===== config.mk =====
export PLATFORM = sky130hd
export DESIGN_NAME = ddr2_burst_scheduler
export DESIGN_NICKNAME = d
export VERILOG_FILES = /design/src/rtl/ddr2_burst_scheduler.sv
export SDC_FILE = /design/constraint.sdc
export NUM_CORES = 1
export LEC_CHECK = 0
export ABC_AREA = 1
export CAP_MARGIN = 40
export CORE_MARGIN = 2
export CORE_UTILIZATION = 60
export CTS_CLUSTER_DIAMETER = 40
export CTS_CLUSTER_SIZE = 10
export DETAILED_ROUTE_END_ITERATION = 8
export MAX_ROUTING_LAYER = met4
export PLACE_DENSITY_LB_ADDON = 0.05
export SYNTH_ARGS = -nofsm -noshare
export SYNTH_HDL_FRONTEND = slang
export SYNTH_SLANG_ARGS = --single-unit

===== constraint.sdc =====
create_clock -name clk -period 6.69 [get_ports clk]
set_input_delay 1.0035 -clock clk [delete_from_list [all_inputs] [get_ports clk]]
set_output_delay 1.0035 -clock clk [all_outputs]
set_load 0.01 [all_outputs]

===== src/rtl/ddr2_burst_scheduler.sv =====
// ddr2_burst_scheduler: time-shares a single-port DDR2 burst controller between
// write and read phases so the external memory behaves as a bounded burst FIFO.
// Burst occupancy is tracked by snooping the MIG port-0 command bus.
module ddr2_burst_scheduler #(
  parameter int unsigned DEPTH_BURSTS = 1048576,
  parameter int unsigned OCC_W        = 21,
  parameter int unsigned MARGIN       = 2,
  parameter int unsigned WR_THRESH    = 16,
  parameter int unsigned MAX_RUN      = 16,
  parameter int unsigned GAP          = 4
) (
  input  logic             clk,
  input  logic             reset,
  input  logic             run,
  input  logic             clear_flags,
  input  logic             calib_done,
  input  logic [8:0]       ib_count,
  input  logic             p0_cmd_en,
  input  logic [2:0]       p0_cmd_instr,
  output logic             writes_en,
  output logic             reads_en,
  output logic [OCC_W-1:0] occupancy,
  output logic             ddr_full,
  output logic             ddr_empty,
  output logic             overflow,
  output logic             underflow
);

  localparam int unsigned RUN_W = $clog2(MAX_RUN + 1);
  localparam int unsigned GAP_W = $clog2(GAP + 1);

  localparam logic [OCC_W-1:0] OCC_MAX  = OCC_W'(DEPTH_BURSTS);
  localparam logic [OCC_W-1:0] OCC_HI   = OCC_W'(DEPTH_BURSTS - MARGIN);
  localparam logic [OCC_W-1:0] OCC_LO   = OCC_W'(MARGIN);
  localparam logic [8:0]       IB_MIN   = 9'(WR_THRESH);
  localparam logic [RUN_W-1:0] RUN_MAX  = RUN_W'(MAX_RUN);
  localparam logic [GAP_W-1:0] GAP_LAST = GAP_W'(GAP - 1);

  localparam logic [2:0] INSTR_WR = 3'b000;
  localparam logic [2:0] INSTR_RD = 3'b001;

  typedef enum logic [1:0] {S_IDLE, S_WRITE, S_READ, S_GAP} state_t;
  typedef enum logic {PH_WRITE, PH_READ} phase_t;

  state_t           state, state_nxt;
  phase_t           last_phase, last_phase_nxt;
  logic [RUN_W-1:0] run_cnt, run_cnt_nxt;
  logic [GAP_W-1:0] gap_cnt, gap_cnt_nxt;

  logic cmd_wr, cmd_rd, at_max, at_zero, wr_ok, rd_ok;

  // Snooped command decode and phase eligibility from the current occupancy
  always_comb begin
    cmd_wr  = p0_cmd_en && (p0_cmd_instr == INSTR_WR);
    cmd_rd  = p0_cmd_en && (p0_cmd_instr == INSTR_RD);
    at_max  = (occupancy == OCC_MAX);
    at_zero = (occupancy == '0);
    wr_ok   = calib_done && run && (occupancy <= OCC_HI) && (ib_count >= IB_MIN);
    rd_ok   = calib_done && run && (occupancy >= OCC_LO);
  end

  // Occupancy counter, registered full/empty status and sticky error flags
  always_ff @(posedge clk) begin
    if (reset) begin
      occupancy <= '0;
      ddr_full  <= 1'b0;
      ddr_empty <= 1'b0;
      overflow  <= 1'b0;
      underflow <= 1'b0;
    end else begin
      if (cmd_wr && !at_max) begin
        occupancy <= occupancy + OCC_W'(1);
      end else if (cmd_rd && !at_zero) begin
        occupancy <= occupancy - OCC_W'(1);
      end

      ddr_full  <= (occupancy >= OCC_HI);
      ddr_empty <= (occupancy < OCC_LO);

      // A new error in the same cycle as a clear keeps the flag set
      if (cmd_wr && at_max) begin
        overflow <= 1'b1;
      end else if (clear_flags) begin
        overflow <= 1'b0;
      end

      if (cmd_rd && at_zero) begin
        underflow <= 1'b1;
      end else if (clear_flags) begin
        underflow <= 1'b0;
      end
    end
  end

  // Phase state register; enables follow the state being entered
  always_ff @(posedge clk) begin
    if (reset) begin
      state      <= S_IDLE;
      last_phase <= PH_READ;
      run_cnt    <= '0;
      gap_cnt    <= '0;
      writes_en  <= 1'b0;
      reads_en   <= 1'b0;
    end else begin
      state      <= state_nxt;
      last_phase <= last_phase_nxt;
      run_cnt    <= run_cnt_nxt;
      gap_cnt    <= gap_cnt_nxt;
      writes_en  <= (state_nxt == S_WRITE);
      reads_en   <= (state_nxt == S_READ);
    end
  end

  // Next-state: alternate phases on a tie, cap run length, then hold a guard gap
  always_comb begin
    state_nxt      = state;
    last_phase_nxt = last_phase;
    run_cnt_nxt    = run_cnt;
    gap_cnt_nxt    = gap_cnt;

    case (state)
      S_IDLE: begin
        run_cnt_nxt = '0;
        if (wr_ok && (!rd_ok || (last_phase == PH_READ))) begin
          state_nxt      = S_WRITE;
          last_phase_nxt = PH_WRITE;
        end else if (rd_ok) begin
          state_nxt      = S_READ;
          last_phase_nxt = PH_READ;
        end
      end

      S_WRITE: begin
        if (cmd_wr) begin
          run_cnt_nxt = run_cnt + RUN_W'(1);
        end
        if (!wr_ok || (run_cnt_nxt >= RUN_MAX)) begin
          state_nxt   = S_GAP;
          gap_cnt_nxt = '0;
        end
      end

      S_READ: begin
        if (cmd_rd) begin
          run_cnt_nxt = run_cnt + RUN_W'(1);
        end
        if (!rd_ok || (run_cnt_nxt >= RUN_MAX)) begin
          state_nxt   = S_GAP;
          gap_cnt_nxt = '0;
        end
      end

      S_GAP: begin
        if (gap_cnt == GAP_LAST) begin
          state_nxt = S_IDLE;
        end else begin
          gap_cnt_nxt = gap_cnt + GAP_W'(1);
        end
      end

      default: begin
        state_nxt = S_IDLE;
      end
    endcase
  end

endmodule

# --- Yosys cells after proc, flatten, opt, wreduce, memory -nomap -nowiden ---
# Cells that the tools add are included.
# Widths: inputs -> output; s select.
classes:
  addsub: 4
  multipliers: 0
  div_mod_pow: 0
  n_lt_le_gt_ge: 7
  n_eq_ne: 11
  n_shift: 0
  muxes: 22
  bitwise_logic: 0
  reduce_logical: 29
op_table:
  columns: ["op", "n"]
  rows:
  - ["$mux 21", 2]
  - ["$add 21x1->21 const B", 1]
  - ["$eq 21x21->1 const B", 1]
  - ["$ge 21x2->1 const B", 1]
  - ["$ge 21x20->1 const B", 1]
  - ["$le 21x20->1 const B", 1]
  - ["$logic_not 21->1", 1]
  - ["$lt 21x2->1 const B", 1]
  - ["$sub 21x1->21 const B", 1]
  - ["$mux 5", 4]
  - ["$pmux 5 s3", 1]
  - ["$logic_and 1x1->1", 11]
  - ["$ge 5x5->1 const B", 2]
  - ["$mux 2", 5]
  - ["$ge 9x5->1 const B", 1]
  - ["$mux 3", 3]
  - ["$pmux 3 s3", 1]
  - ["$pmux 2 s4", 1]
  - ["$reduce_bool 2->1", 4]
  - ["$eq 2x2->1 const B", 3]
  - ["$ne 2x2->1 const B", 3]
  - ["$reduce_bool 3->1", 2]
  - ["$add 5x1->5 const B", 1]
  - ["$mux 1", 5]
  - ["other kinds (10)", 16]
totals:
  reg_bits: 38
  latchBits: 0
  mem_bits_rw: 0
  romBits: 0
  in_bits: 18
  output_inout_bits: 27
  wordCells: 84
  memories: 0

# --- Logic depth before layout (Yosys ltp) ---
# Gate-level depths: netlist (run 1).
depth:
  word_depth: 9
  ltp_mapped: 16
  ltp_nobuf: 16

# --- Worst setup path after synthesis (run 1) ---
# Ideal clock, no wire load.
synth_timing:
  kind: "input to register"
  startpoint: "input port p0_cmd_instr[2]"
  endpoint: "register occupancy[19]"
  setup_time_ps: 110
  arrival_time_ps: 2814
  required_time_ps: 6580
  slack_ps: 3766
  cell_stages: 14
  path_buffers: 0
  cell_sequence: "inv_1 -> nand3_2 -> nor2_4 -> nand2_4 -> ha_1 -> a21oi_1 -> a21boi_0 -> nand2_1 -> nand2_1 -> nand3_1 -> a21oi_1 -> o21ai_1 -> nand3_1 -> inv_1"
synth_between:
  elab_chain_cells: 4
  elab_cells_between_ends: 8
  cone_classes: "1 x eq/ne; 1 x mux; 6 x reduce/logical"
synth_lines:
  columns: ["element", "line", "rtl"]
  rows:
  - ["from (decl)", "19", "input logic [2:0] p0_cmd_instr,"]
  - ["$eq 3x1->1 or $logic_not 3->1 (tied branches)", "55, 54", null]
  - ["$logic_and 1x1->1 (on tied branches)", "55, 54", null]
  - ["$logic_and 1x1->1 (on tied branches)", "73, 71", null]
  - ["$reduce_bool 2->1 (no source line) or $mux 21 (tied branches)", null, null]
  - ["to (signal assigned)", "72", "occupancy <= occupancy + OCC_W'(1);"]
  - ["to (signal assigned)", "74", "occupancy <= occupancy - OCC_W'(1);"]
  - ["to (decl)", "22", "output logic [OCC_W-1:0] occupancy,"]
# Several ways; a longest one is shown, not always the timed one.
# A chain may end at the register's enable or synchronous reset.

# --- Worst setup path in the final report (run 1) ---
layout_timing:
  startpoint: "input port p0_cmd_en"
  endpoint: "register occupancy[18]"
layout_between:
  elab_chain_cells: 3
  elab_cells_between_ends: 6
  cone_classes: "1 x mux; 5 x reduce/logical"
layout_lines:
  columns: ["element", "line", "rtl"]
  rows:
  - ["from (decl)", "18", "input logic p0_cmd_en,"]
  - ["$logic_and 1x1->1 (on tied branches)", "54, 55", null]
  - ["$logic_and 1x1->1 (on tied branches)", "71, 73", null]
  - ["$mux 21 or $reduce_bool 2->1 (tied branches)", null, null]
# Several ways; a longest one is shown, not always the timed one.

==> results by group, run 1 <==
Status
  • Outcome: finished clean

Synthesis
  • Mux contribution to synthesized area: 0
  • Syn avg cell area: 6.56 um^2
  • Post-Synth Simple-Gate Area: 0.340
  • Post-Synthesis Cells: 501
  • Synthesized flop and latch total: 38
  • Largest family of logic cells by synthesized area: simple AND/OR/NAND/NOR gates
  • Post-synthesis compound-gate area fraction: 0.199
  • Yosys top cell area share: 0.231
  • Post-Synthesis Cell Area: 0.00329 mm^2
  • Synth Warn #: 0
  • EDFF count, synth: 0
  • Xor and xnor area share after synthesis: 0.0346
  • Synth area leader: dfxtp_1
  • Async SR Flop Fraction: 0
  • Yosys cell types: 40
  • Top post-synthesis cells by area: dfxtp_1 (23%), nand2_1 (12%), ha_1 (11%), nor2_1 (7.4%), a21oi_1 (6.5%)
  • Adder-Cell Fraction of Synth Area: 0.113
  • Register area share after synthesis: 0.231
  • Syn nets: 548
  • Most used DFF post-synth: dfxtp_1

Timing
  • Final min period: 3.48 ns
  • Max Fclk: 287 MHz
  • Skew final: 0.00624 ns
  • Final Hold Viols: 0
  • Final Cycle Share: 0.520
  • Worst Tran Pin Value: 0.836 ns
  • TNS Setup: 0 ns
  • Final Max Tran Viols: 0
  • Final setup violation count: 0
  • Hold WS: 0.467 ns
  • Relative slew slack: 0.442
  • RSZ-0062 raised after global routing: false

Layout
  • Area Overhead vs Synth: 16.9%
  • Share of layout cells above drive strength 1: 0.0812
  • Register area: 761 um^2
  • Post-route cell area: 0.00384 mm^2
  • Ant. Diodes: 0
  • FILL cells: 455
  • Nets: 589
  • Non-filler instance count after layout: 612
  • Most frequent cells in the layout: nand2_1 (105), nor2_1 (65), inv_1 (55), a21oi_1 (43), clkdlybuf4s50_1 (40)
  • Area of the multi-input gates: 0.00226 mm^2
  • Most common cell after layout, fill and taps aside: nand2_1

CTS
  • CTS tree: done
  • CTS sink cnt: 38
  • CTS root buffer: clkbuf_8
  • CTS Buf Count: 5
  • Cts hold-fix bufs: 0
  • PostCTS Resize Cnt: 0
  • Clock buffer depth: 2
  • Reg clk slew, reported paths: 0.07 ns
  • Post-CTS Setup Bufs: 0
  • Clk Latency, worst-skew pair: 0.29 ns
  • H-tree depth: 2

Worst setup path
  • Critical path class: primary input to flip-flop
  • Reg2reg end: occupancy[19]
  • Setup crit end: occupancy[18]
  • CP startpoint kind: primary input
  • Register-to-register setup slack: 3.82 ns
  • Worst Setup SP: p0_cmd_en
  • WP data required: 6.92 ns
  • CP Capture Type: flip-flop
  • Worst R2R Start: occupancy[13]
  • CP Max Fanout: 22
  • Worst EP arrival: 3.71 ns
  • Worst Reg-to-Reg Cells: 15

Route
  • # DRC: 0
  • Iter 0 DRT Violations: 281
  • Drt via density: 5.66
  • DR WL/cell: 14.1 um
  • ANT nets after route: 0
  • Routed WL: 8610 um
  • Via count: 3463
  • First drt pass iteration count: 5

Place
  • Placed cell count: 605
  • HPWL after DPL: 6580 um
  • Placed Instance Area: 0.00373 mm^2
  • IO Port Bufs: 40
  • GP Congestion: 0.937

Floorplanning
  • Core ar.: 0.00520 mm^2
  • Initial core utilization: 0.632
  • Die Span X: 78.0 um
  • Io pins: 45
  • Cell row count: 26
  • Die H: 78.0 um
  • Die area: 0.00609 mm^2

Global route
  • GRT Total Usage: 0.300
  • Grt ovf: 0
  • Initial antenna violation count: 0
  • Number of global-route vias before repair: 3160
  • Largest net degree at the start of global routing: 37
  • Global-route wire length before repair: 14400 um

Power
  • Power Total: 0.976 mW
  • Pwr Density: 254 mW/mm^2
  • Worst IR drop on VDD: 224 uV
  • Leakage: 1.78 nW

Min path
  • Hold Path Depth: 2
  • HP Class: flip-flop to flip-flop

Flow run
  • Max-cap viol count: 0
-- cell type report --
class / instances / share of cell area
flip-flops and latches: 38 / 0.198
clock buffers: 6 / 0.0215
multi-input cells: 398 / 0.588
clock inverters: 1 / 0.00782
well taps: 70 / 0.0228
inverters: 59 / 0.0580
repair buffers: 40 / 0.104
-- flip-flops by register name, summed over array words and instances, names as in the netlist, 2 cells and up --
name,cells
gap_cnt,3
occupancy,21
run_cnt,5
state,2
-- through the flow --
step / setup WS, ns / util
2_1_floorplan: 3.77 / -
3_3_place_gp: 2.95 / 0.717
3_5_place_dp: 2.93 / 0.717
4_1_cts: 3.24 / 0.738
5_1_grt: 3.01 / 0.738
6_report: 3.21 / 0.738
-- report_power, final --
group / switching, mW / internal [mW] / leakage, nW
registers: 0.0362 / 0.257 / 0.310
logic: 0.298 / 0.184 / 1.42
clock network: 0.0823 / 0.119 / 0.0573
total: 0.416 / 0.560 / 1.78
-- Yosys cell counts, types with 3 or more instances --
cell type / n
inv_1: 55
o21ai_0: 29
a31oi_1: 7
nor2_2: 5
o21bai_1: 5
nor2_1: 65
nand2_2: 9
ha_1: 28
nand3_1: 27
xnor2_1: 7
a21oi_1: 43
nand4_1: 16
nand3_2: 4
o21ai_1: 15
xor2_1: 6
dfxtp_1: 38
buf_6: 3
nand2_1: 105
inv_2: 3
o21ai_2: 5
-- worst max-delay path: stages --
cell and delay (ns):
clkdlybuf4s50_1 0.54, nand3_2 0.11, nor2_4 0.20, nand2_4 0.23, ha_1 0.46, nand2_1 0.14, nor4_1 0.41, nand4_1 0.21
nand3_1 0.12, nand2_1 0.05, nand3_1 0.06, nand3_1 0.07, inv_1 0.08
-- worst min path at each step --
stage                 endpoint        from  slack, ns
CTS                   overflow    overflow       0.47
detailed placement    overflow    overflow       0.46
global route          overflow    overflow       0.49
floorplan           gap_cnt[2]  gap_cnt[2]       0.45
finish                overflow    overflow       0.47
global placement     underflow   underflow       0.45
-- cell families after synthesis --
| group | after synthesis |
|---|---|
| xor gates and xnor gates | 13 |
| buffers and inverters | 65 |
| adders and majority gates | 29 |
| and+or+nand+nor | 242 |
| AOI/OAI and AO/OA | 114 |
| DFF | 38 |
-- layer usage --
| metal | GRT usage | up-vias | routed length (um) |
|---|---|---|---|
| li1 | - | 1755 | - |
| met1 | 0.421 | 1568 | 4060 |
| met2 | 0.466 | 129 | 3830 |
| met3 | 0.0414 | 11 | 641 |
| met4 | 0.0632 | 0 | 82 |
| met5 | - | - | 0 |
Note: power is estimated with default switching activity, not from simulation.
==> run 2: changes to the inputs <==
Settings changed: CORE_UTILIZATION 60 to 51.
Clock period 6.69 ns to 3.1 ns, I/O delays scaled along.
==> results by group, run 2 (synthesis results as in run 1) <==
Worst setup path
  • Worst EP arrival: 3.05 ns (-0.66 ns)
  • Register-to-register setup slack: 0.27 ns (-3.55 ns)
  • Worst R2R Start: occupancy[13]
  • Crit-path cells: nor2_1, nand2_1, nor2_2, nand3_2, nand2_8, inv_1, fa_1, nor3_2, nor2_1, o21ai_2, nand3_1, nand2_1, nand2_1, a31oi_1
  • WP data required: 3.33 ns (-3.59 ns)
  • Buf/Inv on CP: 1 (-1)
  • Worst Reg-to-Reg Cells: 14 (-1)
  • Reg2reg end: occupancy[16]
  • CP top delay family: simple AND/OR/NAND/NOR gates
  • Crit-path most repeated cell: nand2_1
  • CP Capture Type: flip-flop
  • Critical path class: flip-flop to flip-flop
  • CP startpoint kind: flip-flop
  • Slowest CP cell: fa_1
  • CP Max Fanout: 22 (unchanged)
  • Crit-path max cell delay: 0.47 ns (-0.07 ns)

Timing
  • TNS Setup: 0 ns (unchanged)
  • RSZ-0062 raised after global routing: false
  • Relative slew slack: 0.436 (-0.00576)
  • Final Hold Viols: 0 (unchanged)
  • Max Fclk: 354 MHz
  • Final setup violation count: 0 (unchanged)
  • Final Cycle Share: 0.912
  • Slack of the critical path: 0.274 ns (-2.94 ns)
  • Worst Tran Pin Value: 0.845 ns (+0.00862 ns)
  • Final min period: 2.83 ns
  • Hold WS: 0.469 ns (+0.00249 ns)
  • Skew final: 0.00281 ns (-0.00344 ns)
  • Final Max Tran Viols: 0 (unchanged)

Global route
  • Global-route wire length before repair: 15600 um (+8.3%)
  • Initial antenna violation count: 0 (unchanged)
  • Number of global-route vias before repair: 3248 (+2.8%)
  • Grt ovf: 0 (unchanged)
  • Largest net degree at the start of global routing: 37 (unchanged)
  • GRT Total Usage: 0.274 (-0.0266)

Min path
  • HP Class: flip-flop to flip-flop
  • Worst hold start: underflow
  • Worst hold endpoint: underflow
  • Hold Path Depth: 2 (unchanged)

Layout
  • Max FFs per register: 21 (unchanged)
  • Nets: 614 (+4.2%)
  • Most common cell after layout, fill and taps aside: nand2_1
  • Ant. Diodes: 0 (unchanged)
  • Area Overhead vs Synth: 22.7%
  • Area of the multi-input gates: 0.00227 mm^2 (+0.55%)
  • Register area: 761 um^2 (unchanged)
  • Share of layout cells above drive strength 1: 0.125 (+0.0438)
  • Largest Register: occupancy
  • FILL cells: 616 (+35%)
  • Top Registers: occupancy (21), run_cnt (5), gap_cnt (3)
  • Most frequent cells in the layout: nand2_1 (105), nor2_1 (65), inv_1 (55), a21oi_1 (42), clkdlybuf4s50_1 (40)

Place
  • IO Port Bufs: 40 (unchanged)
  • Dpl ws: 0.0575 ns (-2.87 ns)
  • HPWL after DPL: 7010 um (+6.4%)
  • GP Congestion: 0.970 (+3.5%)

CTS
  • H-tree depth: 2 (unchanged)
  • Clock buffer depth: 2 (unchanged)
  • CTS Buf Count: 5 (unchanged)
  • Reg clk slew, reported paths: 0.08 ns (about the same)
  • CTS sink cnt: 38 (unchanged)
  • Clk Latency, worst-skew pair: 0.29 ns (about the same)
  • CTS root buffer: clkbuf_8
  • CTS tree: done
  • Post-CTS Setup Bufs: 0 (unchanged)

Route
  • DR WL met3: 636 um (-0.78%)
  • Drt via density: 5.52 (-2.4%)
  • First drt pass iteration count: 5 (unchanged)
  • Metal2 WL: 3830 um (about the same)
  • Routed WL: 9030 um (+4.9%)
  • Met1 WL: 4410 um (+8.8%)
  • ANT nets after route: 0 (unchanged)
  • Iter 0 DRT Violations: 284 (+1.1%)
  • DR WL/cell: 14.0 um (-0.51%)
  • Via count: 3562 (+2.9%)
  • # DRC: 0 (unchanged)
  • Max layer used: met4

Floorplanning
  • Io pins: 45 (unchanged)
  • Initial core utilization: 0.524 (-0.108)
  • Die Span X: 84.3 um (+8.0%)
  • Cell row count: 29 (+12%)
  • Core ar.: 0.00628 mm^2 (+21%)
  • Die area: 0.00711 mm^2 (+17%)
  • Die H: 84.3 um (+8.0%)

Power
  • Worst IR drop on VDD: 348 uV (+55%)
  • Leakage: 1.90 nW (+6.7%)
  • Power Total: 2.08 mW (+110%)
  • Pwr Density: 516 mW/mm^2 (+100%)

Flow run
  • Max-cap viol count: 0 (unchanged)

Status
  • Outcome: finished clean
## run 2: cell count changes in the layout (fill, tap and decap cells not counted), sizes merged
cell / previous run / this run
buf: 0 / 25
bufinv: 1 / 0
clkinv: 1 / 2
clkinvlp: 0 / 1
## run 2: worst max-delay path by stage
stage | startpoint | to | slack [ns] | cells after the start
4_1_cts | occupancy[13] | occupancy[16] | 0.25 | 14
3_3_place_gp | p0_cmd_en | occupancy[19] | 0.09 | 14
5_1_grt | occupancy[13] | occupancy[19] | 0.03 | 15
6_report | occupancy[13] | occupancy[16] | 0.27 | 14
2_1_floorplan | p0_cmd_instr[2] | occupancy[19] | 0.71 | 14
3_5_place_dp | p0_cmd_en | occupancy[19] | 0.06 | 14
## run 2: area by class of cell
cell class                      instances  share of cell area
Clock buffer                            6              0.0205
Inverter                               59              0.0552
Clock inverter                          2             0.00310
Timing Repair Buffer                   65               0.146
Sequential cell                        38               0.189
Multi-Input combinational cell        398               0.563
Tap cell                               77              0.0239
## run 2: worst register-to-register path: stages (launching register included)
cell	delay, ns
dfxtp_1	0.32
nor2_1	0.26
nand2_1	0.10
nor2_2	0.21
nand3_2	0.16
nand2_8	0.19
inv_1	0.08
fa_1	0.47
nor3_2	0.24
nor2_1	0.11
o21ai_2	0.21
nand3_1	0.16
nand2_1	0.09
nand2_1	0.05
a31oi_1	0.11
## run 2: through the flow
stage	instance area, um^2	utilization	std cells
after CTS	4020	0.641	645
after floorplan	3290	-	501
after detailed placement	3930	0.625	637
final	4030	0.643	645
after global placement	3930	0.625	637
after global routing	4030	0.643	645
## run 2: power by group
part | internal (mW) | switching (mW)
Combinational | 0.431 | 0.665
Clock | 0.179 | 0.194
Sequential | 0.554 | 0.0583
## run 2: per-layer routing
layer | global-route usage | up-vias
met1 | 0.400 | 1611
met3 | 0.0383 | 15
li1 | - | 1813
met2 | 0.396 | 123
met5 | - | -
met4 | 0.0689 | 0
## run 2: timing repair
action                                  in CTS  in global routing
endpoints found under the setup margin       0                  4
gates resized for setup                      0                  3
hold buffers                                 0                  0
endpoints found under the hold margin        0                  0
==> run 3: changes to the inputs <==
Settings changed: CORE_UTILIZATION 51 to 56, CTS_CLUSTER_DIAMETER 40 to 150, SKIP_CTS_REPAIR_TIMING set to 1.
Clock period 3.1 ns to 2.7 ns, I/O delays scaled along.
==> results by group, run 3 (synthesis results as in run 1) <==
Status
  • Outcome: complete, but fails checks
  • Failing checks: setup timing

Place
  • IO Port Bufs: 40 (unchanged)
  • GP Congestion: 0.970 (about the same)
  • HPWL after DPL: 7620 um (+8.7%)

Power
  • Comb power frac: 0.560 (+0.033)
  • Flop pwr share: 0.252 (-0.042)
  • Sw Ratio: 0.421 (-0.0202)
  • Worst IR drop on VDD: 533 uV (+53%)
  • Psw: 1.16 mW (+27%)
  • Pwr Density: 603 mW/mm^2 (+17%)
  • Int Pwr: 1.60 mW (+38%)
  • Clock share of power: 0.188 (+0.009)
  • Power Total: 2.76 mW (+33%)
  • Leakage: 2.17 nW (+14%)

Floorplanning
  • Cell row count: 27 (-6.9%)
  • Die H: 80.6 um (-4.4%)
  • Core ar.: 0.00557 mm^2 (-11%)
  • Die area: 0.00650 mm^2 (-8.5%)
  • Die Span X: 80.6 um (-4.4%)
  • Io pins: 45 (unchanged)
  • Initial core utilization: 0.590 (+0.0661)

Worst setup path
  • CP startpoint kind: flip-flop
  • Slowest CP cell: dfxtp_1
  • Worst R2R Start: occupancy[3]
  • Worst EP arrival: 2.93 ns (-0.12 ns)
  • Crit-path max cell delay: 0.32 ns (-0.15 ns)
  • Worst Setup SP: occupancy[3]
  • CP Max Fanout: 10 (-55%)
  • CP Capture Type: flip-flop
  • Crit-path most repeated cell: nand3_1
  • Critical path class: flip-flop to flip-flop
  • WP data required: 2.91 ns (-0.42 ns)
  • Crit-path cells: nor2_1, nand2_1, nor2_2, nand3_4, nand2_8, ha_1, a21oi_2, buf_4, o21ai_0, a21oi_1, nand3_1, nand2_1, nand3_1, nand3_1, inv_1

Layout
  • Area Overhead vs Synth: 39.4%
  • Largest Register: occupancy
  • Top Registers: occupancy (21), run_cnt (5), gap_cnt (3)
  • FILL cells: 384 (-38%)
  • Nets: 666 (+8.5%)
  • Area of the multi-input gates: 0.00241 mm^2 (+6.3%)
  • Share of layout cells above drive strength 1: 0.231 (+0.106)
  • Final core utilization: 0.822 (+0.180)
  • Max FFs per register: 21 (unchanged)
  • Most frequent cells in the layout: nand2_1 (104), buf_4 (75), nor2_1 (61), inv_1 (55), clkdlybuf4s50_1 (40)
  • Register area: 761 um^2 (unchanged)
  • Most common cell after layout, fill and taps aside: nand2_1
  • Ant. Diodes: 0 (unchanged)

Timing
  • RSZ-0062 raised after global routing: true
  • Worst Tran Pin Value: 0.470 ns (-0.375 ns)
  • Final min period: 2.73 ns (-0.101 ns)
  • Max Fclk: 367 MHz (+3.7%)
  • Final Max Tran Viols: 0 (unchanged)
  • Slack of the critical path: -0.0255 ns (-0.299 ns)
  • TNS Setup: -0.0779 ns (-0.0779 ns)
  • Final setup violation count: 4 (+4)
  • Hold WS: 0.483 ns (+0.0137 ns)
  • Skew final: 0.00455 ns (+0.00174 ns)
  • Relative slew slack: 0.686 (+0.250)
  • Final Cycle Share: 1.01 (+0.0977)
  • Final Hold Viols: 0 (unchanged)

Route
  • ANT nets after route: 0 (unchanged)
  • # DRC: 0 (unchanged)
  • Drt via density: 5.72 (+3.5%)
  • Iter 0 DRT Violations: 359 (+26%)
  • Routed WL: 10400 um (+15%)
  • First drt pass iteration count: 7 (+2)
  • DR WL/cell: 15.0 um (+7.4%)
  • Via count: 3951 (+11%)

Global route
  • Largest net degree at the start of global routing: 27 (-27%)
  • Initial antenna violation count: 0 (unchanged)
  • Global-route wire length before repair: 15800 um (+1.4%)
  • GRT Total Usage: 0.322 (+0.0482)
  • Grt ovf: 0 (unchanged)
  • Number of global-route vias before repair: 3465 (+6.7%)

CTS
  • H-tree depth: 2 (unchanged)
  • CTS sink cnt: 38 (unchanged)
  • CTS Buf Count: 5 (unchanged)
  • CTS tree: done
  • CTS root buffer: clkbuf_8
  • Clk Latency, worst-skew pair: 0.31 ns (+0.02 ns)
  • Reg clk slew, reported paths: 0.08 ns (about the same)
  • Clock buffer depth: 2 (unchanged)

Min path
  • HP Class: flip-flop to flip-flop
  • Worst hold start: overflow

Flow run
  • Max-cap viol count: 0 (unchanged)
## run 3: worst paths after layout
kind / cells past startpoint / end / slack (ns)
worst min-delay path: 2 / overflow / 0.48
worst max-delay path: 15 / occupancy[18] / -0.03
worst min register to register: 2 / overflow / 0.48
worst max register to register: 15 / occupancy[18] / -0.03
## run 3: layout make-up
| type | count | area share |
|---|---|---|
| multi-input cells | 399 | 0.527 |
| repair buffers | 116 | 0.215 |
| flip-flops and latches | 38 | 0.166 |
| inverters | 59 | 0.0486 |
| well taps | 72 | 0.0197 |
| clock buffers | 6 | 0.0180 |
| clock inverters | 1 | 0.00655 |
## run 3: power groups by stage
stage	clock network (mW)	logic, mW	registers [mW]
after global placement	0	1.38	0.704
after global routing	0.533	1.69	0.707
after CTS	0.515	1.43	0.696
final	0.520	1.55	0.697
after floorplan	0	0.846	0.735
after detailed placement	0	1.42	0.709
## run 3: metrics by stage
stage / std cells / setup slack (ns) / area (um^2)
6_report: 691 / -0.0255 / 4580
5_1_grt: 691 / -0.161 / 4580
4_1_cts: 689 / -0.0229 / 4410
3_5_place_dp: 682 / -0.217 / 4300
3_3_place_gp: 682 / -0.188 / 4300
2_1_floorplan: 501 / 0.337 / 3290
## run 3: layer usage
metal  part of all wire  GRT usage  up-vias  wire, um
li1                   -          -     1922         -
met1               0.43      0.416     1801      4420
met2               0.46      0.518      194      4760
met3              0.087     0.0449       34       907
met4              0.029      0.108        0       304
met5                  0          -        -         0
## run 3: critical path: cells and delay by family, from the launching register on
family,cells,cell delay [ns]
buffers and inverters,2,0.17
AND/OR/NAND/NOR,9,1.28
AO/OA/AOI/OAI,3,0.55
flip-flops,1,0.32
adder cells (fa/ha/maj),1,0.30
